**src/rtl/cfg_chain_pkg.sv**
```systemverilog
// Shared types and constants for the configuration chain loader.
// Pure declarations: no logic, no latency.
// Backpressure is not applicable here.
package cfg_chain_pkg;

    // Load sequencer states, in the order a normal load visits them.
    typedef enum logic [2:0] {
        IDLE  = 3'd0,
        CLEAR = 3'd1,
        WAIT  = 3'd2,
        SHIFT = 3'd3,
        DONE  = 3'd4
    } state_t;

    // Level driven onto the chain R pins while the chain is being cleared.
    localparam logic CHAIN_CLR_ACTIVE = 1'b0;

    // Width of a counter that has to reach max_val without wrapping.
    function automatic int cnt_width(input int max_val);
        return (max_val < 1) ? 1 : $clog2(max_val + 1);
    endfunction

endpackage

```
**src/rtl/cfg_word_serializer.sv**
```systemverilog
// Loadable right-shift register that hands config words out LSB-first, with a per-word bit count.
// bit_out is a look-ahead: it is the bit that sits at the LSB after the current edge.
// No backpressure: the owner decides when to load or shift.
module cfg_word_serializer
    import cfg_chain_pkg::*;
#(
    parameter int WORD_W = 8
) (
    input  logic              clk,
    input  logic              R,
    input  logic              load,
    input  logic              shift,
    input  logic [WORD_W-1:0] data_in,
    output logic              bit_out,
    output logic              last
);

    localparam int              CW       = cnt_width(WORD_W);
    localparam logic [CW-1:0]   LAST_IDX = CW'(WORD_W - 1);

    logic [WORD_W-1:0] r_shreg;
    logic [CW-1:0]     r_word_cnt;
    logic [WORD_W-1:0] w_shifted;

    assign w_shifted = r_shreg >> 1;

    // Capture a fresh word on load, otherwise drop the LSB that was just sent on each shift.
    always_ff @(posedge clk) begin
        if (R) begin
            r_shreg    <= '0;
            r_word_cnt <= '0;
        end else if (load) begin
            r_shreg    <= data_in;
            r_word_cnt <= '0;
        end else if (shift) begin
            r_shreg    <= w_shifted;
            r_word_cnt <= r_word_cnt + CW'(1);
        end
    end

    // The owner registers this into chain_d, so it must already show the post-edge LSB.
    assign bit_out = load ? data_in[0] : w_shifted[0];

    // The shift happening in this cycle is the final bit of the current word.
    assign last = (r_word_cnt == LAST_IDX);

endmodule

```
**src/rtl/cfg_chain_loader.sv**
```systemverilog
// Clears a serial config flop chain, then shifts stream words into it LSB-first; done after CHAIN_LEN bits.
// All outputs registered; one WAIT cycle per word plus one chain_e cycle per bit.
// in_ready only in WAIT; optional even-parity check on words under CFG_CHAIN_PARITY_EN.
module cfg_chain_loader
    import cfg_chain_pkg::*;
#(
    parameter int CHAIN_LEN  = 64,
    parameter int WORD_W     = 8,
    parameter int CLR_CYCLES = 2
) (
    input  logic              clk,
    input  logic              R,
    input  logic              start,
    input  logic              abort,
    input  logic              in_valid,
    input  logic [WORD_W-1:0] in_data,
`ifdef CFG_CHAIN_PARITY_EN
    input  logic              in_parity,
    output logic              par_err,
`endif
    output logic              in_ready,
    output logic              chain_d,
    output logic              chain_e,
    output logic              chain_r,
    output logic              busy,
    output logic              done
);

    localparam int              BW       = cnt_width(CHAIN_LEN);
    localparam int              CLRW     = cnt_width(CLR_CYCLES);
    localparam logic [BW-1:0]   BIT_LAST = BW'(CHAIN_LEN - 1);
    localparam logic [CLRW-1:0] CLR_LAST = CLRW'(CLR_CYCLES - 1);

    state_t          r_state;
    state_t          w_next;
    logic [BW-1:0]   r_bit_cnt;
    logic [CLRW-1:0] r_clr_cnt;

    logic r_in_ready;
    logic r_chain_d;
    logic r_chain_e;
    logic r_chain_r;
    logic r_busy;
    logic r_done;

    logic w_hs;
    logic w_par_bad;
    logic w_load;
    logic w_shift;
    logic w_ser_bit;
    logic w_word_last;

    // A word is offered and the registered ready says we are taking it this cycle.
    assign w_hs = (r_state == WAIT) && in_valid && r_in_ready;

`ifdef CFG_CHAIN_PARITY_EN
    assign w_par_bad = ((^in_data) != in_parity);
`else
    assign w_par_bad = 1'b0;
`endif

    // Bad-parity words and words arriving alongside abort never reach the shift register.
    assign w_load  = w_hs && !w_par_bad && !abort;
    assign w_shift = (r_state == SHIFT);

    cfg_word_serializer #(
        .WORD_W (WORD_W)
    ) u_ser (
        .clk     (clk),
        .R       (R),
        .load    (w_load),
        .shift   (w_shift),
        .data_in (in_data),
        .bit_out (w_ser_bit),
        .last    (w_word_last)
    );

    // State register.
    always_ff @(posedge clk) begin
        if (R) begin
            r_state <= IDLE;
        end else begin
            r_state <= w_next;
        end
    end

    // Next-state decode; abort overrides start and the word handshake.
    always_comb begin
        w_next = r_state;
        if (abort) begin
            w_next = IDLE;
        end else begin
            case (r_state)
                IDLE: begin
                    if (start) begin
                        w_next = CLEAR;
                    end
                end
                CLEAR: begin
                    if (r_clr_cnt == CLR_LAST) begin
                        w_next = WAIT;
                    end
                end
                WAIT: begin
                    if (w_hs) begin
                        w_next = w_par_bad ? IDLE : SHIFT;
                    end
                end
                SHIFT: begin
                    // Chain length wins over word length, so a partial last word stops early.
                    if (r_bit_cnt == BIT_LAST) begin
                        w_next = DONE;
                    end else if (w_word_last) begin
                        w_next = WAIT;
                    end
                end
                DONE: begin
                    w_next = IDLE;
                end
                default: begin
                    w_next = IDLE;
                end
            endcase
        end
    end

    // Clear-duration and chain-bit counters; the bit count restarts with every clear.
    always_ff @(posedge clk) begin
        if (R) begin
            r_clr_cnt <= '0;
            r_bit_cnt <= '0;
        end else begin
            if (r_state == CLEAR) begin
                r_clr_cnt <= r_clr_cnt + CLRW'(1);
                r_bit_cnt <= '0;
            end else begin
                r_clr_cnt <= '0;
                if (w_shift) begin
                    r_bit_cnt <= r_bit_cnt + BW'(1);
                end
            end
        end
    end

    // Outputs are registered from the next state so they line up with the state they describe.
    always_ff @(posedge clk) begin
        if (R) begin
            r_in_ready <= 1'b0;
            r_chain_d  <= 1'b0;
            r_chain_e  <= 1'b0;
            r_chain_r  <= ~CHAIN_CLR_ACTIVE;
            r_busy     <= 1'b0;
            r_done     <= 1'b0;
        end else begin
            r_in_ready <= (w_next == WAIT);
            r_chain_e  <= (w_next == SHIFT);
            r_chain_d  <= (w_next == SHIFT) && w_ser_bit;
            r_chain_r  <= (w_next == CLEAR) ? CHAIN_CLR_ACTIVE : ~CHAIN_CLR_ACTIVE;
            r_busy     <= (w_next != IDLE);
            r_done     <= (w_next == DONE);
        end
    end

`ifdef CFG_CHAIN_PARITY_EN
    logic r_par_err;

    // Sticky parity flag: set by a rejected word, cleared by reset or the next accepted start.
    always_ff @(posedge clk) begin
        if (R) begin
            r_par_err <= 1'b0;
        end else if ((r_state == IDLE) && start && !abort) begin
            r_par_err <= 1'b0;
        end else if (w_hs && w_par_bad && !abort) begin
            r_par_err <= 1'b1;
        end
    end

    assign par_err = r_par_err;
`endif

    assign in_ready = r_in_ready;
    assign chain_d  = r_chain_d;
    assign chain_e  = r_chain_e;
    assign chain_r  = r_chain_r;
    assign busy     = r_busy;
    assign done     = r_done;

endmodule

```
**config.mk**
```make
export PLATFORM = sky130hd
export DESIGN_NAME = cfg_chain_loader
export DESIGN_NICKNAME = d
export VERILOG_FILES = /design/src/rtl/cfg_chain_pkg.sv /design/src/rtl/cfg_word_serializer.sv /design/src/rtl/cfg_chain_loader.sv
export SDC_FILE = /design/constraint.sdc
export NUM_CORES = 1
export LEC_CHECK = 0
export BUFFER_PORTS_ARGS = -buffer_cell sky130_fd_sc_hd__buf_4
export CAP_MARGIN = 0
export CORE_ASPECT_RATIO = 2
export CORE_MARGIN = 1.5
export CORE_UTILIZATION = 30
export DETAILED_ROUTE_END_ITERATION = 10
export GPL_TIMING_DRIVEN = 1
export PLACE_DENSITY_LB_ADDON = 0.1
export SLEW_MARGIN = 0
export SYNTH_ARGS = -nofsm -noshare
export SYNTH_HDL_FRONTEND = slang
export SYNTH_HIERARCHICAL = 1
export SYNTH_SLANG_ARGS = --single-unit
```
**constraint.sdc**
```tcl
create_clock -name clk -period 2.56 [get_ports clk]
set_input_delay 0.128 -clock clk [delete_from_list [all_inputs] [get_ports clk]]
set_output_delay 0.128 -clock clk [all_outputs]
set_load 0.02 [all_outputs]
```
Yosys cells after proc, flatten, opt, wreduce, memory -nomap -nowiden --
Cells that the tools add are included. Widths: inputs -> output; s select.
Operators by class: bitwise logic cells 1, mux-type cells 11, shift-type cells 0, magnitude comparators 0, equal/unequal tests 10, divide/modulo/power cells 0, reduce and logical (&&, ||, !) cells 11, $add $sub $neg 3, multiply operators 0
Operators by type and width (number):
- $mux 3 | 6
- $mux 8 | 2
- $eq 3x2->1 const B | 4
- $pmux 3 s4 | 1
- $add 7x1->7 const B | 1
- $eq 7x6->1 const B | 1
- $eq 3x1->1 const B | 2
- $reduce_or 2->1 | 3
- $add 4x1->4 const B | 1
- $eq 4x3->1 const B | 1
- $logic_and 1x1->1 | 4
- $eq 3x3->1 const B | 1
- $logic_not 3->1 | 1
- $reduce_bool 3->1 | 1
- $add 2x1->2 const B | 1
- $eq 2x1->1 const B | 1
- $mux 1 | 2
- $reduce_bool 2->1 | 1
- $logic_not 1->1 | 1
- $not 1->1 | 1
Storage, ports and cells: memory bits (writable) 0, ROM bits 0, bits in registers 30, bits of input ports 13, bits in latches 0, output and inout port bits 6, memories kept 0

Depth between registers and ports, before layout --
word-level depth 8, gate-level depth with buffers 7, depth with buffers taken out 6

Modules after synthesis --
The synthesis kept the hierarchy.
Modules (own cells, without submodules):
- cfg_chain_loader | cells each 81, area each 780.7 um2, times used 1
- cfg_word_serializer | cells each 52, area each 521.8 um2, times used 1

Worst setup path before layout --
OpenSTA, ideal clock, no wires.
path type register -> register, from register r_state[2], to register r_chain_d (netlist: chain_d), required time 2.443 ns, path slack 0.757 ns, setup time 0.117 ns, period minus slack after synthesis 1.803 ns, stages on the path, launching flop included 8, path buffers 2, data arrival time 1.686 ns, cells stage by stage dfxtp_1 -> buf_2 -> and4bb_2 -> nand2_1 -> nor2_1 -> buf_2 -> mux2_2 -> and4b_1
RTL lines:
- start: declaration | line cfg_chain_loader.sv:34 | state_t r_state;
- start signal: assignment | line cfg_chain_loader.sv:83 | r_state <= w_next;
- $eq 3x2->1 | line cfg_chain_loader.sv:54 | assign w_hs = (r_state == WAIT) && in_valid && r_in_ready;
- $logic_and 1x1->1 (2 in series) | line cfg_chain_loader.sv:54
- $logic_and 1x1->1 | line cfg_chain_loader.sv:63 | assign w_load = w_hs && !w_par_bad && !abort;
- via w_load | line cfg_chain_loader.sv:48 | logic w_load;
- $mux 1 | line cfg_word_serializer.sv:42 | assign bit_out = load ? data_in[0] : w_shifted[0];
- via w_ser_bit | line cfg_chain_loader.sv:50 | logic w_ser_bit;
- $logic_and 1x1->1 | line cfg_chain_loader.sv:157 | r_chain_d <= (w_next == SHIFT) && w_ser_bit;
- end signal: assignment | line cfg_chain_loader.sv:157
- end: declaration | line cfg_chain_loader.sv:40 | logic r_chain_d;
The timed path passes the listed nets, and every way through them passes these cells. A chain may end at the register's enable or synchronous reset.

Worst setup path in the final report --
Same ends and word-level chain as after synthesis.

==> reports/qor.txt <==
Number of I/O port buffers: 18
Met2 Wirelength: 1470 um
Floorplan die height: 96.2 um
Clock latency reported for the late side of the worst-skew pair: 0.28 ns
Wire length of the first global-routing pass: 4730 um
Total routing usage reported by global routing: 13.8%
Finish-stage setup viols: 0
Hold buffers post-CTS: 0
Via count of the first global-routing pass: 1,007
RSZ-0062 raised after global routing: false
Synthesized netlist cell count: 133
Worst hold slack: 0.0875 ns
Worst-case clock buffer depth: 2
Element type at the critical path end: flip-flop
Highest fanout seen on the critical path: 11
Library cell used as clock root buffer: clkbuf_8
Ant. Diodes: 0
Synth warn: 6
Worst ir drop on vdd: 0.358 mV
Final wirelength: 2780 um
Initial core utilization: 31.5%
Average wire per standard cell: 13.4 um
Die Area: 4770 um^2
Top Layer Used: met4
Number of clock buffers inserted by TritonCTS: 5
Post-Route Utilization: 38.1%
Async set-reset flop share out of synthesis: 0%
Cell type with the largest total area after synthesis: dfxtp_1
DR vias: 1,008
Number of cells upsized or downsized after cts: 0
Setup tns final: 0 ns
Most frequently used flop master after synthesis: dfxtp_1
Area grow syn2layout: 20.8%
Worst Setup Start Kind: flip-flop
Synth Net Count: 149
Max-Cap Viols: 0
Sequential share of the synthesized area: 44.6%
Sum of met3 wire segment lengths after detailed routing: 103 um
Fmax achieved: 547 MHz
Die X: 49.6 um
HPWL after detailed placement: 2080 um
Class of the tightest hold or removal check: in2reg
Startpoint-to-endpoint class of the critical path: reg2reg
Met1 wire length: 1080 um
Detailed-route vias per instance: 4.87
Req. time, crit path: 2.72 ns
Count of flip-flops with a built-in enable after synthesis: 0
Status: complete, no violations
# clock sinks: 29
Maximum number of pins on one net before global-route repair: 19
Layout cells sized above 1: 21.3%
Share of the cycle needed by the critical path after routing: 71.4%
Number of antenna violations at the first check in global routing: 0
Final max-slew violation count: 0
Pin slew with the least headroom to its limit: 0.533 ns
Areal power density over the cells: 554 nW/um^2
Worst slew margin relative to its limit: 64.4%
Buffer count from post-CTS setup fixing: 0
Top-level port count: 19
Num rows: 33
First-pass DRT Iterations: 2
H-tree depth: 2
Mean post-synth cell area: 9.79 um^2
Drt drc: 0
#FFs+latches synth: 29
Antenna violation net count after detailed routing: 0
Share of the synthesized area in the top cell type: 44.6%
Distinct cell type count of the synthesized netlist: 38
Placer congestion estimate: 0.808
Initial DRC count: 10
Min cycle time layout: 1.83 ns
CP Data Arrival Time: 1.99 ns
Static Leak: 0.628 nW
Total standard cell area after synthesis: 1300 um^2
Clock skew: 0.00441 ns
Total placed instance area: 1490 um^2
Clock tree from TritonCTS: built
Clk slew on worst S/H paths: 0.05 ns
Core footprint: 4130 um^2
Number of hold violations in the final report: 0
Cell area after layout: 1570 um^2
Total gr overflow: 0
Layout net count: 171
Largest cells by area after synthesis: dfxtp_1 45%, mux2i_1 5.4%, nor2_1 3.7%
-- flip-flops by register name, indices dropped and copies added, names as in the netlist, 2 cells and up --
register,flops
r_clr_cnt,2
r_bit_cnt,7
u_ser/r_shreg,7
r_state,3
u_ser/r_word_cnt,4
-- worst paths after layout --
path	start	endpoint	slack (ns)	depth (start not counted)
min reg2reg	r_clr_cnt[0]	r_clr_cnt[0]	0.43	1
max reg2reg	r_state[2]	chain_d	0.73	5
min	abort	r_state[2]	0.09	2
max	r_state[2]	chain_d	0.73	5
-- cell families (layout without fill, tap and decap cells) --
family | count (synthesis) | after routing | share of synthesized area (%)
xor+xnor | 7 | 7 | 4.71
mux | 9 | 9 | 7.11
compound gates | 19 | 19 | 11.1
buf+inv | 8 | 30 | 3.17
simple gates | 58 | 58 | 26.4
fa+ha+maj | 3 | 3 | 2.88
flops | 29 | 29 | 44.6
-- synthesized netlist by cell type (2+ instances only) --
cell      number
dfxtp_1       29
nor2_1        13
nand2_1        8
a21oi_1        7
mux2i_1        7
nor2b_1        7
a211oi_1       6
xor2_1         5
nand4_1        4
nor3_1         4
nor4_1         4
buf_2          3
ha_1           3
nand3b_1       3
a211o_1        2
and3_1         2
and3b_1        2
inv_1          2
mux2_2         2
xnor2_1        2
-- cell usage in the layout (no fill, tap or decap), types with 2 or more instances in the layout --
cell	netlist	final
dfxtp_1	29	29
buf_4	0	20
nor2_1	13	13
nand2_1	8	8
a21oi_1	7	7
nor2b_1	7	7
mux2i_1	7	7
clkbuf_8	0	6
a211oi_1	6	6
xor2_1	5	5
nor3_1	4	4
nor4_1	4	4
nand4_1	4	4
nand3b_1	3	3
ha_1	3	3
inv_1	2	2
and3_1	2	2
and3b_1	2	2
a211o_1	2	2
xnor2_1	2	2
mux2_2	2	2
-- routing by layer --
metal	vias up	global-route usage (%)
met1	464	14.1
met5	-	0
met3	10	3.42
met4	0	11.8
met2	20	23.0
li1	514	-
-- critical path: stages, from the launching register on --
cell,delay [ns]
dfxtp_1,0.39
and4bb_2,0.32
nand2_1,0.11
nor2_1,0.31
mux2_2,0.38
and4b_1,0.20
-- stage by stage --
step / setup WS [ns] / total power [mW] / instances
floorplan: 0.757 / 0.491 / 133
global placement: 0.756 / 0.515 / 200
detailed placement: 0.735 / 0.515 / 200
CTS: 0.705 / 0.893 / 207
global route: 0.599 / 0.911 / 207
finish: 0.732 / 0.872 / 207
-- power by group --
group | total [mW] | internal, mW | switching (mW) | leakage (nW)
clock network | 0.368 | 0.212 | 0.156 | 0.0443
logic | 0.0452 | 0.0225 | 0.0226 | 0.350
registers | 0.459 | 0.456 | 0.00339 | 0.234
-- layout make-up --
class / count / area, um^2
inverter: 3 / 11.3
timing repair buffer: 20 / 150
tap: 52 / 65.1
clock buffer: 7 / 86.3
multi-input combinational: 96 / 681
fill: 456 / 2550
sequential: 29 / 581
No activity file was read; power rests on OpenSTA's default activity.
